[src/rtl/upsizer_rr_arbiter.sv]
// Round-robin arbiter sharing one 256->1024 upsizer between NUM_REQ requesters.
// Grants whole BEATS-beat bursts and tags each output word with its owner ID.
module upsizer_rr_arbiter #(
    parameter int NUM_REQ   = 4,
    parameter int IN_W      = 256,
    parameter int BEATS     = 4,
    parameter int ID_W      = 2,
    parameter int TAG_DEPTH = 4
) (
    input  logic                    i_clk,
    input  logic                    i_rstn,
    input  logic [NUM_REQ-1:0]      i_req_valid,
    input  logic [NUM_REQ*IN_W-1:0] i_req_data,
    output logic [NUM_REQ-1:0]      o_req_ready,
    output logic [IN_W-1:0]         o_up_inp_data,
    output logic                    o_up_valid_in,
    input  logic                    i_up_out_en,
    output logic [ID_W-1:0]         o_out_id,
    output logic                    o_out_id_valid,
    output logic [ID_W-1:0]         o_grant_id,
    output logic                    o_busy,
    output logic                    o_tag_err
);
    localparam int BC_W  = (BEATS > 1) ? $clog2(BEATS) : 1;
    localparam int PTR_W = (TAG_DEPTH > 1) ? $clog2(TAG_DEPTH) : 1;
    localparam int CNT_W = $clog2(TAG_DEPTH + 1);

    typedef enum logic {IDLE, BURST} state_t;

    state_t           r_state, w_state_nxt;
    logic [ID_W-1:0]  r_rr_ptr, r_grant_id, w_sel_id;
    logic             w_sel_found;
    logic [BC_W-1:0]  r_beat_cnt;
    logic [ID_W-1:0]  r_tag_mem [TAG_DEPTH];
    logic [PTR_W-1:0] r_wr_ptr, r_rd_ptr;
    logic [CNT_W-1:0] r_count;
    logic             r_tag_err;
    logic             w_full, w_empty, w_grant, w_accept, w_last, w_pop;

    assign w_full  = (r_count == CNT_W'(TAG_DEPTH));
    assign w_empty = (r_count == '0);

    // First requesting index at or after rr_ptr, wrapping modulo NUM_REQ
    always_comb begin
        int idx;
        idx         = 0;
        w_sel_found = 1'b0;
        w_sel_id    = '0;
        for (int k = 0; k < NUM_REQ; k++) begin
            idx = int'(r_rr_ptr) + k;
            if (idx >= NUM_REQ) idx = idx - NUM_REQ;
            if (!w_sel_found && i_req_valid[idx]) begin
                w_sel_found = 1'b1;
                w_sel_id    = ID_W'(idx);
            end
        end
    end

    assign w_grant  = (r_state == IDLE) && w_sel_found && !w_full;
    assign w_accept = (r_state == BURST) && i_req_valid[r_grant_id];
    assign w_last   = w_accept && (r_beat_cnt == BC_W'(BEATS - 1));
    assign w_pop    = i_up_out_en && !w_empty;

    always_ff @(posedge i_clk) begin
        if (!i_rstn) r_state <= IDLE;
        else         r_state <= w_state_nxt;
    end

    always_comb begin
        w_state_nxt   = r_state;
        o_req_ready   = '0;
        o_up_valid_in = 1'b0;
        o_up_inp_data = '0;
        o_busy        = 1'b0;
        case (r_state)
            IDLE: begin
                if (w_grant) w_state_nxt = BURST;
            end
            BURST: begin
                o_busy                  = 1'b1;
                o_req_ready[r_grant_id] = 1'b1;
                o_up_valid_in           = i_req_valid[r_grant_id];
                o_up_inp_data           = i_req_data[r_grant_id*IN_W +: IN_W];
                if (w_last) w_state_nxt = IDLE;
            end
            default: w_state_nxt = IDLE;
        endcase
    end

    always_ff @(posedge i_clk) begin
        if (!i_rstn) begin
            r_rr_ptr   <= '0;
            r_grant_id <= '0;
            r_beat_cnt <= '0;
            r_wr_ptr   <= '0;
            r_rd_ptr   <= '0;
            r_count    <= '0;
            r_tag_err  <= 1'b0;
            for (int i = 0; i < TAG_DEPTH; i++) r_tag_mem[i] <= '0;
        end else begin
            if (w_grant) begin
                r_grant_id <= w_sel_id;
                r_beat_cnt <= '0;
            end else if (w_accept) begin
                if (w_last) begin
                    r_beat_cnt <= '0;
                    r_rr_ptr   <= (r_grant_id == ID_W'(NUM_REQ - 1)) ? '0 : r_grant_id + 1'b1;
                end else begin
                    r_beat_cnt <= r_beat_cnt + 1'b1;
                end
            end
            if (w_last) begin
                r_tag_mem[r_wr_ptr] <= r_grant_id;
                r_wr_ptr            <= r_wr_ptr + 1'b1;
            end
            if (w_pop) r_rd_ptr <= r_rd_ptr + 1'b1;
            // Simultaneous push and pop leaves the occupancy unchanged
            case ({w_last, w_pop})
                2'b10:   r_count <= r_count + 1'b1;
                2'b01:   r_count <= r_count - 1'b1;
                default: r_count <= r_count;
            endcase
            if (i_up_out_en && w_empty) r_tag_err <= 1'b1;
        end
    end

    assign o_out_id       = r_tag_mem[r_rd_ptr];
    assign o_out_id_valid = w_pop;
    assign o_grant_id     = r_grant_id;
    assign o_tag_err      = r_tag_err;

endmodule

[config.mk]
export PLATFORM = sky130hd
export DESIGN_NAME = upsizer_rr_arbiter
export DESIGN_NICKNAME = d
export VERILOG_FILES = /design/src/rtl/upsizer_rr_arbiter.sv
export SDC_FILE = /design/constraint.sdc
export NUM_CORES = 1
export LEC_CHECK = 0
export ABC_AREA = 1
export ABC_CLOCK_PERIOD_IN_PS = 1900
export CAP_MARGIN = 20
export CORE_AREA = 2 2 506 508
export DETAILED_ROUTE_END_ITERATION = 12
export DIE_AREA = 0 0 508 510
export DONT_BUFFER_PORTS = 1
export PLACE_DENSITY_LB_ADDON = 0.3
export SYNTH_ARGS = -nofsm -noshare
export SYNTH_HDL_FRONTEND = slang
export SYNTH_SLANG_ARGS = --single-unit
[constraint.sdc]
create_clock -name i_clk -period 1.9 [get_ports i_clk]
set_input_delay 0.285 -clock i_clk [delete_from_list [all_inputs] [get_ports i_clk]]
set_output_delay 0.285 -clock i_clk [all_outputs]
set_load 0.01 [all_outputs]
# After elaboration in Yosys (flattened, before gate mapping)

Memory sizes are Yosys's and may differ from the RTL's. A register that Yosys moved wholly into a read port is not among the register bits.
Cells that the tools add are included.

Memory bits (writable): 8
Bits in read-only memories: 0
Register bits: 15
Memories kept: 1
Bits in latches: 0
Output and inout port bits: 268
Input port bits: 1031

Equality and inequality tests: 5
Magnitude comparators: 10
Reduce and logical (&&, ||, !) cells: 20
Add/subtract/negate cells: 13
Multiply operators: 0
Mux-type cells: 47
Bitwise operators: 3
Div/mod/pow operators: 0
Shifts and indexed selects: 1

Memories:

| memory    | words | width | rd ports | clocked after memory_dff | wr ports | RTL line | RTL |
|---|---|---|---|---|---|---|---|
| r_tag_mem | 4     | 2     | 1        | 1                        | 4        | 34       | `logic [ID_W-1:0] r_tag_mem [TAG_DEPTH];` |

Operators by type and width:

| kind                                                 | number |
|---|---|
| variable part select 1024 x 11 -> 256 bit            | 1 |
| two-way mux 256 bit                                  | 1 |
| < comparator 32 x 4 -> 1 bit (second input constant) | 4 |
| two-way mux 32 bit                                   | 4 |
| two-way mux 1 bit                                    | 23 |
| two-way mux 2 bit                                    | 10 |
| subtractor 3 x 3 -> 4 bit (second input constant)    | 3 |
| binary-select mux 1 bit (select 2 bit)               | 5 |
| logical AND 1 bit                                    | 10 |
| >= comparator 3 bit (second input constant)          | 3 |
| adder 2 x 1 -> 2 bit (second input constant)         | 4 |
| adder 2 x 2 -> 3 bit (second input constant)         | 2 |
| == test 2 bit (second input constant)                | 3 |
| one-hot mux 3 bit (2 select lines)                   | 1 |
| zero test 1 bit                                      | 5 |
| two-way mux 4 bit                                    | 1 |
| OR reduction 2 bit                                   | 2 |
| subtractor 2 x 3 -> 4 bit (second input constant)    | 1 |
| adder 2 x 1 -> 3 bit (second input constant)         | 1 |
| adder 3 x 1 -> 3 bit (second input constant)         | 1 |
| == test 3 bit (second input constant)                | 1 |
| >= comparator 2 x 3 -> 1 bit (second input constant) | 1 |
| zero test 3 bit                                      | 1 |
| < comparator 2 x 3 -> 1 bit (second input constant)  | 1 |
| other kinds (8)                                      | 10 |

# Longest topological paths before layout

Depth in word-level cells: 19
Mapped depth: 14

# Worst setup path after synthesis

OpenSTA, ideal clock, no wires.

Kind: register -> register
Start: register r_grant_id[0], in the netlist o_grant_id[0]
End: register r_count[2]
Data required time: 1.778 ns
Buffers on the path: 1
Data arrival time: 1.932 ns
Cell stages (with the launch flop): 15
Path slack: -0.154 ns
Cells stage by stage: dfxtp_1 > buf_6 > nand2_1 > o211ai_1 > nand2_1 > nand2_2 > nor2_4 > inv_1 > ha_1 > inv_1 > fa_1 > a21oi_1 > o21ai_0 > o21ai_0 > a21oi_1

Longest elaborated chain between the ends: 6
Elaborated cells between the ends (all ways): 8
Those cells by class: eq/ne (2); mux (3); reduce/logical (3)

Ends and longest elaborated chain:

| what                                                                            | RTL line | RTL |
|---|---|---|
| from (decl)                                                                     | 31       | `logic [ID_W-1:0] r_rr_ptr, r_grant_id, w_sel_id;` |
| from (signal assigned)                                                          | 102      | `r_grant_id <= w_sel_id;` |
| binary-select mux 1 bit (select 2 bit) *                                        | 60       | `assign w_accept = (r_state == BURST) && i_req_valid[r_grant_id];` |
| two-way mux 1 bit (implied by the code) *                                       | 60       |  |
| logical AND 1 bit *                                                             | 60       |  |
| logical AND 1 bit *                                                             | 61       | `assign w_last = w_accept && (r_beat_cnt == BC_W'(BEATS - 1));` |
| == test 2 x 1 -> 1 bit / == test 2 bit (equally long branches)                  | 118      | `case ({w_last, w_pop})` |
| one-hot mux 3 bit (2 select lines) / nonzero test 2 bit (equally long branches) | --       |  |
| to (signal assigned)                                                            | 119      | `2'b10: r_count <= r_count + 1'b1;` |
| to (signal assigned)                                                            | 120      | `2'b01: r_count <= r_count - 1'b1;` |
| to (signal assigned)                                                            | 121      | `default: r_count <= r_count;` |
| to (decl)                                                                       | 36       | `logic [CNT_W-1:0] r_count;` |

Every way passes the cells marked *; elsewhere a longest branch is shown, timed or not. The select of a mux whose other input is x is not followed.
A chain may end at the register's enable or synchronous reset.

# Worst setup path after layout

Start: register r_grant_id[0], in the netlist o_grant_id[0]
End: output port o_up_inp_data[117]

Longest elaborated chain between the ends: 2

Ends and longest elaborated chain:

| what                                      | RTL line | RTL |
|---|---|---|
| variable part select 1024 x 11 -> 256 bit | 83       | `o_up_inp_data = i_req_data[r_grant_id*IN_W +: IN_W];` |
| two-way mux 256 bit                       | 75       | `case (r_state)` |
| to (decl)                                 | 15       | `output logic [IN_W-1:0] o_up_inp_data,` |

Every way passes these cells.

==> results.tsv <==
stage	metric	value	unit
status	status	finished, violations left	
status	violations	setup timing	
logic_synthesis	synth_cell_types	36	
floorplan	start_util	4.003	%
power_and_ir_drop	p_int	4.850	mW
logic_synthesis	synth_area_per_cell	4.654	sq um
timing	tns	-99180	ps
clock_network	clockBufferDepth	2	
global_routing	antenna_found_initial	215	
hold_path	hp-class	in2reg	
critical_path	path_cells	buf_12 -> buf_16 -> buf_8 -> nor2_1 -> nor2_1 -> o21ai_1 -> buf_4 -> a21oi_1 -> buf_4	
drt	dr.pass1.iters	6	
final_layout	nFillCells	30270	
critical_path	required	1620	ps
run	cap_viol_max_count	0	
final_layout	layout_common_cells	nor2_1, buf_4, o21ai_1, a21oi_1, o21ai_0	
final_layout	stdcell_count	5973	
final_layout	syn_to_final_growth	105.3	%
timing	rsz0062_at_grt	yes	
logic_synthesis	ys_ff_latch	25	
clock_network	hold_buffers	0	
timing	whs	135.3	ps
global_routing	grt-ovfl-total	0	
floorplan	dieArea	259100	sq um
power_and_ir_drop	seqPwrFrac	5.2	%
critical_path	end_kind	output pin	
power_and_ir_drop	leakagePower	7.076	nW
power_and_ir_drop	p_comb_share	90.5	%
critical_path	crit_family	buffers and inverters	
clock_network	cts_tree	done	
critical_path	path_buf_inv	5	
global_routing	grt_start_max_net_pins	66	
logic_synthesis	synth_area	10150	sq um
power_and_ir_drop	vdd_drop_max	0.0003041	V
clock_network	clk_latency	270	ps
final_layout	layout_commonest_cell	nor2_1	
timing	slew_viol_final	0	
critical_path	start_kind	flop	
final_layout	layout-drive-gt1-share	32.72	%
drt	vias	18340	
final_layout	fin_util	8.217	%
power_and_ir_drop	power_switching	7.069	mW
timing	maxSlewHeadroom	65.74	%
placed_design	dp_hpwl	185.6	mm
drt	drtIter0Drc	1435	
floorplan	top_level_ports	1299	
floorplan	num_rows	185	
drt	vias_per_cell	3.070	
timing	clock_skew	7.848	ps
timing	final_hold_viol_count	0	
clock_network	root_buffer	clkbuf_16	
timing	fmax	408.8	MHz
timing	tightest_slew	508.6	ps
global_routing	grtUsageMet2	23.96	%
final_layout	seq_area	588.1	sq um
logic_synthesis	yosysSeqAreaShare	5.722	%
timing	period_minus_slack	2446	ps
final_layout	multi_input_area	9617	sq um
critical_path	slowest_stage	dfxtp_4	
timing	setup_viol_count_final	282	
critical_path	slowest_delay	370	ps
critical_path	path_class	reg2out	
clock_network	h-tree-depth	1	
clock_network	clkTransAtPathRegs	80	ps
critical_path	cp_max_fo	26	
global_routing	grt_util_met1	15.29	%
drt	drt-total-wl	206.2	mm
power_and_ir_drop	switching_share	59.31	%
floorplan	dieWidth	508	um
drt	wire_per_inst	34.52	um
critical_path	crit_arrival	2160	ps
timing	timing.final.ws_setup	-546.0	ps
drt	ant_nets	0	
logic_synthesis	synth_cells	2180	
final_layout	layout.nets	3554	
placed_design	place_congestion	0.9396	
drt	drc	0	
floorplan	die_h	510	um
global_routing	grt_pass1_vias	16780	
global_routing	use_met3	8.810	%
power_and_ir_drop	clockPowerShare	4.3	%
logic_synthesis	yosysWarnings	0	
clock_network	cts_sinks	25	
floorplan	core	253500	sq um
global_routing	busiest_layer	met2	
timing	min_period_over_period	128.7	%
placed_design	port_buffers	0	
global_routing	track_usage	14.60	%
logic_synthesis	synth_nets	3218	
clock_network	cts_made_buffers	3	
global_routing	grt_pass1_wl	233.3	mm
placed_design	place_inst	5836	
power_and_ir_drop	powerDensity	572.3	nW/um^2
==> logic make-up after synthesis <==
group	share of synthesized area [%]
AO/OA/AOI/OAI	40.13
adder cells (fa/ha/maj)	0.9372
buffers and inverters	11.46
flip-flops	5.722
AND/OR/NAND/NOR	41.76
==> stage by stage <==
step	cell area, sq um	power (mW)	worst slack [ps]
after detailed placement	18170	10.43	-578.9
after global routing	20750	12.71	-579.1
final	20830	11.92	-546.0
after floorplan	10160	4.037	3.523
after global placement	18170	10.48	-605.4
after CTS	19280	11.60	-530.3
==> Yosys cell counts <==
| master | instances | area share (%) |
|---|---|---|
| a21oi_1 | 265 | 13 |
| a21oi_2 | 2 | 0.17 |
| a31oi_1 | 3 | 0.18 |
| and2_4 | 1 | 0.086 |
| buf_1 | 27 | 1.0 |
| buf_2 | 56 | 2.8 |
| buf_4 | 34 | 2.5 |
| buf_6 | 9 | 1.0 |
| clkbuf_1 | 65 | 2.4 |
| clkbuf_2 | 12 | 0.59 |
| clkinv_1 | 1 | 0.037 |
| dfxtp_1 | 17 | 3.4 |
| edfxtp_1 | 8 | 2.4 |
| fa_1 | 1 | 0.20 |
| ha_1 | 6 | 0.74 |
| inv_1 | 27 | 1.0 |
| inv_2 | 4 | 0.15 |
| nand2_1 | 45 | 1.7 |
| nand2_2 | 5 | 0.31 |
| nand2_4 | 2 | 0.22 |
| nand3_1 | 7 | 0.35 |
| nand3_2 | 2 | 0.20 |
| nand3b_1 | 1 | 0.074 |
| nor2_1 | 1035 | 38 |
| nor2_2 | 2 | 0.12 |
| nor2_4 | 2 | 0.22 |
| nor3_1 | 2 | 0.099 |
| nor4_1 | 1 | 0.062 |
| o211ai_1 | 3 | 0.22 |
| o21a_1 | 1 | 0.074 |
| o21ai_0 | 241 | 12 |
| o21ai_1 | 286 | 14 |
| o21ai_2 | 1 | 0.086 |
| o21bai_1 | 1 | 0.074 |
| o22ai_1 | 4 | 0.25 |
| or2_2 | 1 | 0.062 |
==> worst register-to-register path, delay by kind of cell, from the launching register on <==
family / cells / cell delay, ps
simple gates: 3 / 240
buf+inv: 5 / 560
fa+ha+maj: 2 / 510
flops: 1 / 370
compound gates: 5 / 540
==> final timing paths <==
check / startpoint / depth (start not counted) / to / slack [ps]
worst min register to register: r_rd_ptr[1] / 2 / flop / 480
worst min-delay path: i_rstn / 1 / o_tag_err / 140
worst max-delay path: o_grant_id[0] / 9 / o_up_inp_data[117] / -550
worst max register to register: o_grant_id[0] / 15 / r_count[2] / -420
==> state kept, by name, indices dropped and copies added, names as in the netlist, named ones only <==
name,flops
r_state,1
o_tag_err,1
r_beat_cnt,2
r_tag_mem,8
r_rd_ptr,2
o_grant_id,2
r_count,3
r_wr_ptr,2
r_rr_ptr,2
==> what timing repair did <==
action / 4_1_cts / 5_1_grt
pin swaps: 38 / 134
resized for setup: 228 / 266
endpoints found under the setup margin: 264 / 275
setup buffers: 13 / 15
gates cloned: 6 / 16
endpoints found under the hold margin: 0 / 0
==> routing by layer <==
metal  vias up  wire length, um
li1       7990                -
met1      8466            74070
met2      1328            93320
met3       435            29090
met4       120             8708
met5         -             1022
==> power by group through the flow <==
stage          logic (mW)  registers (mW)  clock network [mW]
6_report             10.8           0.624               0.513
2_1_floorplan        3.41           0.630                   0
3_3_place_gp         9.82           0.652                   0
3_5_place_dp         9.78           0.649                   0
5_1_grt              11.5           0.629               0.555
4_1_cts              10.4           0.623               0.538
==> cell type report <==
cell class                 instances  share of cell area, %
antenna                           92                  1.105
sequential                        25                  2.823
timing repair buffer             534                  28.56
inverter                          32                 0.7389
clock buffer                       4                 0.3785
multi-input combinational       1920                  46.17
tap                             3366                  20.22
Power figures use the tool's default switching activity.
